[config.mk]
export PLATFORM = sky130hd
export DESIGN_NAME = osd_du_arbiter_flat
export DESIGN_NICKNAME = d
export VERILOG_FILES = /design/src/rtl/osd_du_arbiter_if.sv /design/src/rtl/osd_du_arbiter.sv /design/src/flat_wrapper.sv
export SDC_FILE = /design/constraint.sdc
export NUM_CORES = 1
export LEC_CHECK = 0
export CORE_MARGIN = 3
export CORE_UTILIZATION = 39
export DETAILED_ROUTE_END_ITERATION = 10
export PLACE_DENSITY = 0.87
export SETUP_SLACK_MARGIN = 0.15
export SLEW_MARGIN = 20
export SYNTH_ARGS = -nofsm -noshare
export SYNTH_HDL_FRONTEND = slang
export SYNTH_SLANG_ARGS = --single-unit
[constraint.sdc]
create_clock -name clk -period 3.85 [get_ports clk]
set_clock_uncertainty 0.2 [all_clocks]
set_input_delay 0.5775 -clock clk [delete_from_list [all_inputs] [get_ports clk]]
set_output_delay 0.5775 -clock clk [all_outputs]
set_load 0.01 [all_outputs]
[src/rtl/osd_du_arbiter_if.sv]
`default_nettype none
// ============================================================================
// Module      : osd_du_arbiter_if
// Description : Requester-side and core-DU-side signal bundle for the debug
//               unit arbiter. The slave modport is the arbiter's view and the
//               master modport is the environment's view (debug modules plus
//               core DU pins).
// Revision    : 1.0 - initial release
// ============================================================================
interface osd_du_arbiter_if #(
  parameter int NREQ = 2
);
  // Requester side
  logic [NREQ-1:0]    req_stb;
  logic [NREQ-1:0]    req_we;
  logic [NREQ*16-1:0] req_adr;
  logic [NREQ*32-1:0] req_wdat;
  logic [NREQ-1:0]    req_ack;
  logic [NREQ-1:0]    req_err;
  logic [31:0]        req_rdat;
  logic [NREQ-1:0]    req_stall;

  // Core DU side (names follow the core's pin names)
  logic               du_stall_i;
  logic               du_stall_o;
  logic               du_stb_i;
  logic               du_ack_o;
  logic [15:0]        du_adr_i;
  logic               du_we_i;
  logic [31:0]        du_dat_i;
  logic [31:0]        du_dat_o;

  // Status
  logic               stall_evt;
  logic               busy;

  modport slave (
    input  req_stb, req_we, req_adr, req_wdat, req_stall,
    input  du_stall_o, du_ack_o, du_dat_o,
    output req_ack, req_err, req_rdat,
    output du_stall_i, du_stb_i, du_adr_i, du_we_i, du_dat_i,
    output stall_evt, busy
  );

  modport master (
    output req_stb, req_we, req_adr, req_wdat, req_stall,
    output du_stall_o, du_ack_o, du_dat_o,
    input  req_ack, req_err, req_rdat,
    input  du_stall_i, du_stb_i, du_adr_i, du_we_i, du_dat_i,
    input  stall_evt, busy
  );
endinterface
`default_nettype wire

[src/rtl/osd_du_arbiter.sv]
`default_nettype none
// ============================================================================
// Module      : osd_du_arbiter
// Description : Round-robin arbiter sharing one core debug-unit SPR port
//               between NREQ debug requesters. One transaction in flight,
//               merged stall request and a one-cycle breakpoint-entry event.
//               Optional feature macro: OSD_DU_ARB_TIMEOUT_EN enables the
//               ISSUE timeout counter and the req_err abort path.
// Revision    : 1.0 - initial release
// ============================================================================
module osd_du_arbiter #(
  parameter int NREQ    = 2,
  parameter int TIMEOUT = 255
) (
  input  wire logic        clk,
  input  wire logic        rst,
  osd_du_arbiter_if.slave  du_bus
);

  localparam int            IW     = $clog2(NREQ);
  localparam logic [IW:0]   NREQ_W = (IW+1)'(NREQ);

  // Supported ranges are NREQ 2..8 and TIMEOUT 1..65535; this block is a
  // marker only and elaborates to nothing.
  if ((NREQ < 2) || (NREQ > 8) || (TIMEOUT < 1) || (TIMEOUT > 65535)) begin : g_param_out_of_range
  end

  typedef enum logic [1:0] {
    IDLE  = 2'd0,
    ISSUE = 2'd1,
    RESP  = 2'd2
  } state_t;

  state_t          state_q, state_d;
  logic [IW-1:0]   idx_q;
  logic [IW-1:0]   last_grant_q;
  logic            we_q;
  logic [15:0]     adr_q;
  logic [31:0]     wdat_q;
  logic [31:0]     rdat_q;
  logic            stall_q;
  logic            stall_dly_q;
  logic            evt_q;
  logic            grant_found;
  logic [IW-1:0]   grant_idx;
  logic            timeout_hit;

`ifdef OSD_DU_ARB_TIMEOUT_EN
  localparam logic [15:0] CNT_LAST = 16'(TIMEOUT - 1);
  logic [15:0]     cnt_q;
  logic            err_q;
`endif

  // Round-robin pick: scan from last_grant+1 upward, wrapping at NREQ.
  always_comb begin
    logic [IW:0] j;
    grant_found = 1'b0;
    grant_idx   = '0;
    j           = '0;
    for (int k = 1; k <= NREQ; k++) begin
      j = {1'b0, last_grant_q} + (IW+1)'(k);
      if (j >= NREQ_W) j = j - NREQ_W;
      if (!grant_found && du_bus.req_stb[j[IW-1:0]]) begin
        grant_found = 1'b1;
        grant_idx   = j[IW-1:0];
      end
    end
  end

  // Next-state logic; an ack in the final counted cycle beats the timeout.
  always_comb begin
    state_d     = state_q;
    timeout_hit = 1'b0;
    case (state_q)
      IDLE:  if (grant_found) state_d = ISSUE;
      ISSUE: begin
        if (du_bus.du_ack_o) begin
          state_d = RESP;
        end
`ifdef OSD_DU_ARB_TIMEOUT_EN
        else if (cnt_q == CNT_LAST) begin
          state_d     = RESP;
          timeout_hit = 1'b1;
        end
`endif
      end
      RESP:    state_d = IDLE;
      default: state_d = IDLE;
    endcase
  end

  // State register plus latched transaction, read data and grant history.
  always_ff @(posedge clk or posedge rst) begin
    if (rst) begin
      state_q      <= IDLE;
      idx_q        <= '0;
      last_grant_q <= IW'(NREQ - 1);
      we_q         <= 1'b0;
      adr_q        <= '0;
      wdat_q       <= '0;
      rdat_q       <= '0;
    end else begin
      state_q <= state_d;
      if ((state_q == IDLE) && grant_found) begin
        idx_q  <= grant_idx;
        we_q   <= du_bus.req_we[grant_idx];
        adr_q  <= du_bus.req_adr[{grant_idx, 4'b0000} +: 16];
        wdat_q <= du_bus.req_wdat[{grant_idx, 5'b00000} +: 32];
      end
      if ((state_q == ISSUE) && du_bus.du_ack_o && !we_q) begin
        rdat_q <= du_bus.du_dat_o;
      end
      if ((state_q == ISSUE) && (state_d == RESP)) begin
        last_grant_q <= idx_q;
      end
    end
  end

`ifdef OSD_DU_ARB_TIMEOUT_EN
  // Cycle counter held at zero outside ISSUE; err flag marks an aborted RESP.
  always_ff @(posedge clk or posedge rst) begin
    if (rst) begin
      cnt_q <= '0;
      err_q <= 1'b0;
    end else begin
      cnt_q <= (state_q == ISSUE) ? cnt_q + 16'd1 : 16'd0;
      if ((state_q == ISSUE) && (state_d == RESP)) err_q <= timeout_hit;
    end
  end
`endif

  // Stall merge and rising-edge detect of the core's stopped indication.
  always_ff @(posedge clk or posedge rst) begin
    if (rst) begin
      stall_q     <= 1'b0;
      stall_dly_q <= 1'b0;
      evt_q       <= 1'b0;
    end else begin
      stall_q     <= |du_bus.req_stall;
      stall_dly_q <= du_bus.du_stall_o;
      evt_q       <= du_bus.du_stall_o & ~stall_dly_q;
    end
  end

  // Completion pulses decoded from RESP so reset clears them immediately.
  for (genvar i = 0; i < NREQ; i++) begin : g_resp
`ifdef OSD_DU_ARB_TIMEOUT_EN
    assign du_bus.req_ack[i] = (state_q == RESP) && (idx_q == IW'(i)) && !err_q;
    assign du_bus.req_err[i] = (state_q == RESP) && (idx_q == IW'(i)) &&  err_q;
`else
    assign du_bus.req_ack[i] = (state_q == RESP) && (idx_q == IW'(i));
    assign du_bus.req_err[i] = 1'b0;
`endif
  end

  assign du_bus.du_stb_i   = (state_q == ISSUE);
  assign du_bus.du_adr_i   = adr_q;
  assign du_bus.du_we_i    = we_q;
  assign du_bus.du_dat_i   = wdat_q;
  assign du_bus.req_rdat   = rdat_q;
  assign du_bus.du_stall_i = stall_q;
  assign du_bus.stall_evt  = evt_q;
  assign du_bus.busy       = (state_q != IDLE);

endmodule
`default_nettype wire

[src/flat_wrapper.sv]
// flat-port wrapper written by rule: the top's interface ports become plain ports
module osd_du_arbiter_flat 
#(
  parameter int NREQ    = 2,
  parameter int TIMEOUT = 255
)
  (clk, rst, du_bus_req_stb, du_bus_req_we, du_bus_req_adr, du_bus_req_wdat, du_bus_req_stall, du_bus_du_stall_o, du_bus_du_ack_o, du_bus_du_dat_o, du_bus_req_ack, du_bus_req_err, du_bus_req_rdat, du_bus_du_stall_i, du_bus_du_stb_i, du_bus_du_adr_i, du_bus_du_we_i, du_bus_du_dat_i, du_bus_stall_evt, du_bus_busy);
  osd_du_arbiter_if #(.NREQ(NREQ)) du_bus_i ();
  input  wire logic clk;
  input  wire logic rst;
  input wire logic [$bits(du_bus_i.req_stb)-1:0] du_bus_req_stb;
  input wire logic [$bits(du_bus_i.req_we)-1:0] du_bus_req_we;
  input wire logic [$bits(du_bus_i.req_adr)-1:0] du_bus_req_adr;
  input wire logic [$bits(du_bus_i.req_wdat)-1:0] du_bus_req_wdat;
  input wire logic [$bits(du_bus_i.req_stall)-1:0] du_bus_req_stall;
  input wire logic [$bits(du_bus_i.du_stall_o)-1:0] du_bus_du_stall_o;
  input wire logic [$bits(du_bus_i.du_ack_o)-1:0] du_bus_du_ack_o;
  input wire logic [$bits(du_bus_i.du_dat_o)-1:0] du_bus_du_dat_o;
  output wire logic [$bits(du_bus_i.req_ack)-1:0] du_bus_req_ack;
  output wire logic [$bits(du_bus_i.req_err)-1:0] du_bus_req_err;
  output wire logic [$bits(du_bus_i.req_rdat)-1:0] du_bus_req_rdat;
  output wire logic [$bits(du_bus_i.du_stall_i)-1:0] du_bus_du_stall_i;
  output wire logic [$bits(du_bus_i.du_stb_i)-1:0] du_bus_du_stb_i;
  output wire logic [$bits(du_bus_i.du_adr_i)-1:0] du_bus_du_adr_i;
  output wire logic [$bits(du_bus_i.du_we_i)-1:0] du_bus_du_we_i;
  output wire logic [$bits(du_bus_i.du_dat_i)-1:0] du_bus_du_dat_i;
  output wire logic [$bits(du_bus_i.stall_evt)-1:0] du_bus_stall_evt;
  output wire logic [$bits(du_bus_i.busy)-1:0] du_bus_busy;
  assign du_bus_i.req_stb = du_bus_req_stb;
  assign du_bus_i.req_we = du_bus_req_we;
  assign du_bus_i.req_adr = du_bus_req_adr;
  assign du_bus_i.req_wdat = du_bus_req_wdat;
  assign du_bus_i.req_stall = du_bus_req_stall;
  assign du_bus_i.du_stall_o = du_bus_du_stall_o;
  assign du_bus_i.du_ack_o = du_bus_du_ack_o;
  assign du_bus_i.du_dat_o = du_bus_du_dat_o;
  assign du_bus_req_ack = du_bus_i.req_ack;
  assign du_bus_req_err = du_bus_i.req_err;
  assign du_bus_req_rdat = du_bus_i.req_rdat;
  assign du_bus_du_stall_i = du_bus_i.du_stall_i;
  assign du_bus_du_stb_i = du_bus_i.du_stb_i;
  assign du_bus_du_adr_i = du_bus_i.du_adr_i;
  assign du_bus_du_we_i = du_bus_i.du_we_i;
  assign du_bus_du_dat_i = du_bus_i.du_dat_i;
  assign du_bus_stall_evt = du_bus_i.stall_evt;
  assign du_bus_busy = du_bus_i.busy;
  osd_du_arbiter #(.NREQ(NREQ), .TIMEOUT(TIMEOUT)) u_core (.clk(clk), .rst(rst), .du_bus(du_bus_i));
endmodule
==> results.cfg <==
[status]
status = finished clean

[logic_synthesis]
synth_common_cells = dfrtp_1 (87), mux2_2 (82), mux2_4 (49)
yosysWarnings = 0
synth-edff-count = 0
synth_ff_type = dfrtp_1
synth.top_cell.area_share_pct = 53.41
synth_seq_cells = 88
syn_inst = 252
synth_area_mm2 = 0.004076
ys_types = 20
ys_seq_area_share_pct = 54.05
synth_top_area_cell = dfrtp_1
avgSynthCellArea_um2 = 16.18
synth_most_common_cell = dfrtp_1
netlist_top_cells_area = dfrtp_1 (53%), mux2_2 (23%), mux2_4 (18%)
async_reset_ff_share_pct = 100.0

[global_routing]
grt_max_degree = 52
grt_pass1_wl_um = 15260
grt_util_all_layers_pct = 16.80
antenna_found_initial = 0
grt_pass1_vias = 3004
grt.overflow.total = 0

[clocking]
cts_resized = 0
cts_sinks = 88
h-tree-depth = 3
postCtsSetupBuffers = 0
clk_latency_ns = 0.34
cts_hold_buf = 0
clk_pin_slew_ns = 0.09
cts_tree = built
cts_buffers = 9
cts_root_buf = clkbuf_8
clock_path_buffers = 2

[routing]
drt-initial-drc-count = 104
drtPass1Iterations = 4
routed_wl_um = 10100
vias_per_cell = 4.632
via_count = 2844
drc = 0
drtAntennaViolNets = 0
wl_per_cell_um = 16.44

[placed_design]
place_inst = 598
place.gp.congestion = 0.7513
dp_hpwl_um = 7798
portBuffers = 224

[setup_path]
path_max_fanout = 29
crit_path_end_kind = flip-flop
worst-setup-path-type = in2reg
crit_arrival_ns = 2.48
crit_path_start_kind = input pin
required_ns = 3.88

[worst_hold_path]
hold_class = reg2reg

[cells_and_area]
diodes = 0
fin_nets = 614
drive_above_1_share_pct = 32.43
syn_to_final_growth_pct = 62.40
final_cells = 614
fillers = 758

[power]
p_per_area_mw_per_mm2 = 678.6
swShare_pct = 30.76
p_leak_uw = 0.002830
comb_power_share_pct = 51.2
pwr-share-seq_pct = 36.1
internal_power_uw = 3110
p_clk_share_pct = 12.7
switching_power_uw = 1382
peakVddDrop_uv = 354.8

[floorplan]
die_w_um = 108.2
boundaryPins = 227
dieArea_mm2 = 0.01171
start_util_pct = 40.95
rows = 36
core_area_mm2 = 0.009955
die_h_um = 108.2

[timing]
clock.fmax_ghz = 0.4075
relSlewSlack_pct = 54.97
finalMaxSlewViolations = 0
period_needed_ns = 2.454
period_share_pct = 63.75
worst_pin_slew_ns = 0.6747
tns_ns = 0
hold_violations = 0
rsz0062_at_grt = false
setup_viol = 0

[flow_run]
drv_cap = 0
## registers in the layout (all words and copies together), names as in the netlist
| name | cells |
|---|---|
| u_core.stall_dly_q | 1 |
| u_core.du_bus.du_we_i | 1 |
| u_core.du_bus.du_dat_i | 32 |
| u_core.idx_q | 1 |
| u_core.last_grant_q | 1 |
| u_core.du_bus.du_adr_i | 16 |
| u_core.state_q | 2 |
| u_core.du_bus.stall_evt | 1 |
| u_core.du_bus.req_rdat | 32 |
| u_core.du_bus.du_stall_i | 1 |
## per-layer routing
metal | up-vias | part of all wire (%) | track usage (%)
li1 | 1339 | - | -
met1 | 1369 | 37 | 18.98
met2 | 123 | 53 | 30.28
met3 | 13 | 8.7 | 5.194
met4 | 0 | 1.4 | 5.230
met5 | - | 0 | 0
## power groups by stage
stage	combinational (uW)	sequential, uW	clock [uW]
6_report	2300	1620	571
5_1_grt	2430	1690	628
4_1_cts	2340	1620	596
3_5_place_dp	2330	1640	0
3_3_place_gp	2290	1620	0
2_1_floorplan	891	1830	0
## worst paths after layout
| path | startpoint | endpoint | slack, ns | cells after the start |
|---|---|---|---|---|
| max | du_bus_req_stb[0] | u_core.du_bus.du_adr_i[7] | 1.40 | 5 |
| max reg2reg | u_core.last_grant_q | u_core.du_bus.du_adr_i[7] | 1.65 | 4 |
| min | u_core.stall_dly_q | u_core.du_bus.stall_evt | 0.21 | 1 |
| min in group asynchronous | rst | u_core.du_bus.req_rdat[12] | 0.43 | 2 |
| min reg2reg | u_core.stall_dly_q | u_core.du_bus.stall_evt | 0.21 | 1 |
| max in group asynchronous | rst | u_core.last_grant_q | 2.25 | 3 |
## critical path, stage by stage
cell and delay [ns]:
clkdlybuf4s50_1 0.54, a21bo_4 0.46, buf_12 0.30, mux2_4 0.32, mux2_2 0.26
## metrics by stage
step / power (uW) / setup slack (ns) / cell area (um2) / utilization [%] / hold slack (ns)
final: 4492 / 1.396 / 6620 / 66.50 / 0.2138
after global routing: 4747 / 1.319 / 6620 / 66.50 / 0.2402
after CTS: 4560 / 1.388 / 6620 / 66.50 / 0.2189
after detailed placement: 3974 / 1.011 / 6449 / 64.78 / 0.2009
after global placement: 3913 / 1.039 / 6449 / 64.78 / 0.1843
after floorplan: 2722 / 0.7956 / 4080 / - / 0.1777
## cells by family after synthesis
group | share of synthesized area, %
muxes | 40.70
DFF | 54.05
buffers and inverters | 3.222
and+or+nand+nor | 1.228
AOI/OAI and AO/OA | 0.7058
other | 0.09199
## cell type report
| type | instances | area, um2 | area share (%) |
|---|---|---|---|
| Clock inverter | 6 | 43.79 | 0.6615 |
| Inverter | 4 | 16.27 | 0.2457 |
| Tap cell | 133 | 166.4 | 2.514 |
| Multi-Input combinational cell | 145 | 1765 | 26.67 |
| Sequential cell | 88 | 2203 | 33.28 |
| Timing Repair Buffer | 228 | 2297 | 34.70 |
| Clock buffer | 10 | 127.6 | 1.928 |
## cell usage in the layout, fill, tap and decap left out
master	Yosys	final
buf_12	0	2
nor2b_1	1	1
clkdlybuf4s50_1	0	224
buf_4	2	2
clkinv_2	0	3
inv_6	0	2
or2_2	1	1
a21bo_4	0	1
nand2b_1	1	1
clkinvlp_4	0	1
dfrtp_1	87	87
inv_1	4	3
nor2_1	2	1
mux2_2	82	82
mux2_4	49	49
conb_1	1	2
nand3b_1	1	1
nor3b_1	1	1
o21ai_0	1	1
clkinv_4	0	1
and3b_1	1	1
nor2_2	0	1
o21ai_4	0	1
clkbuf_8	0	9
o2bb2ai_1	1	1
dfstp_2	1	1
clkbuf_1	0	1
Note: power is estimated with default switching activity, not from simulation.
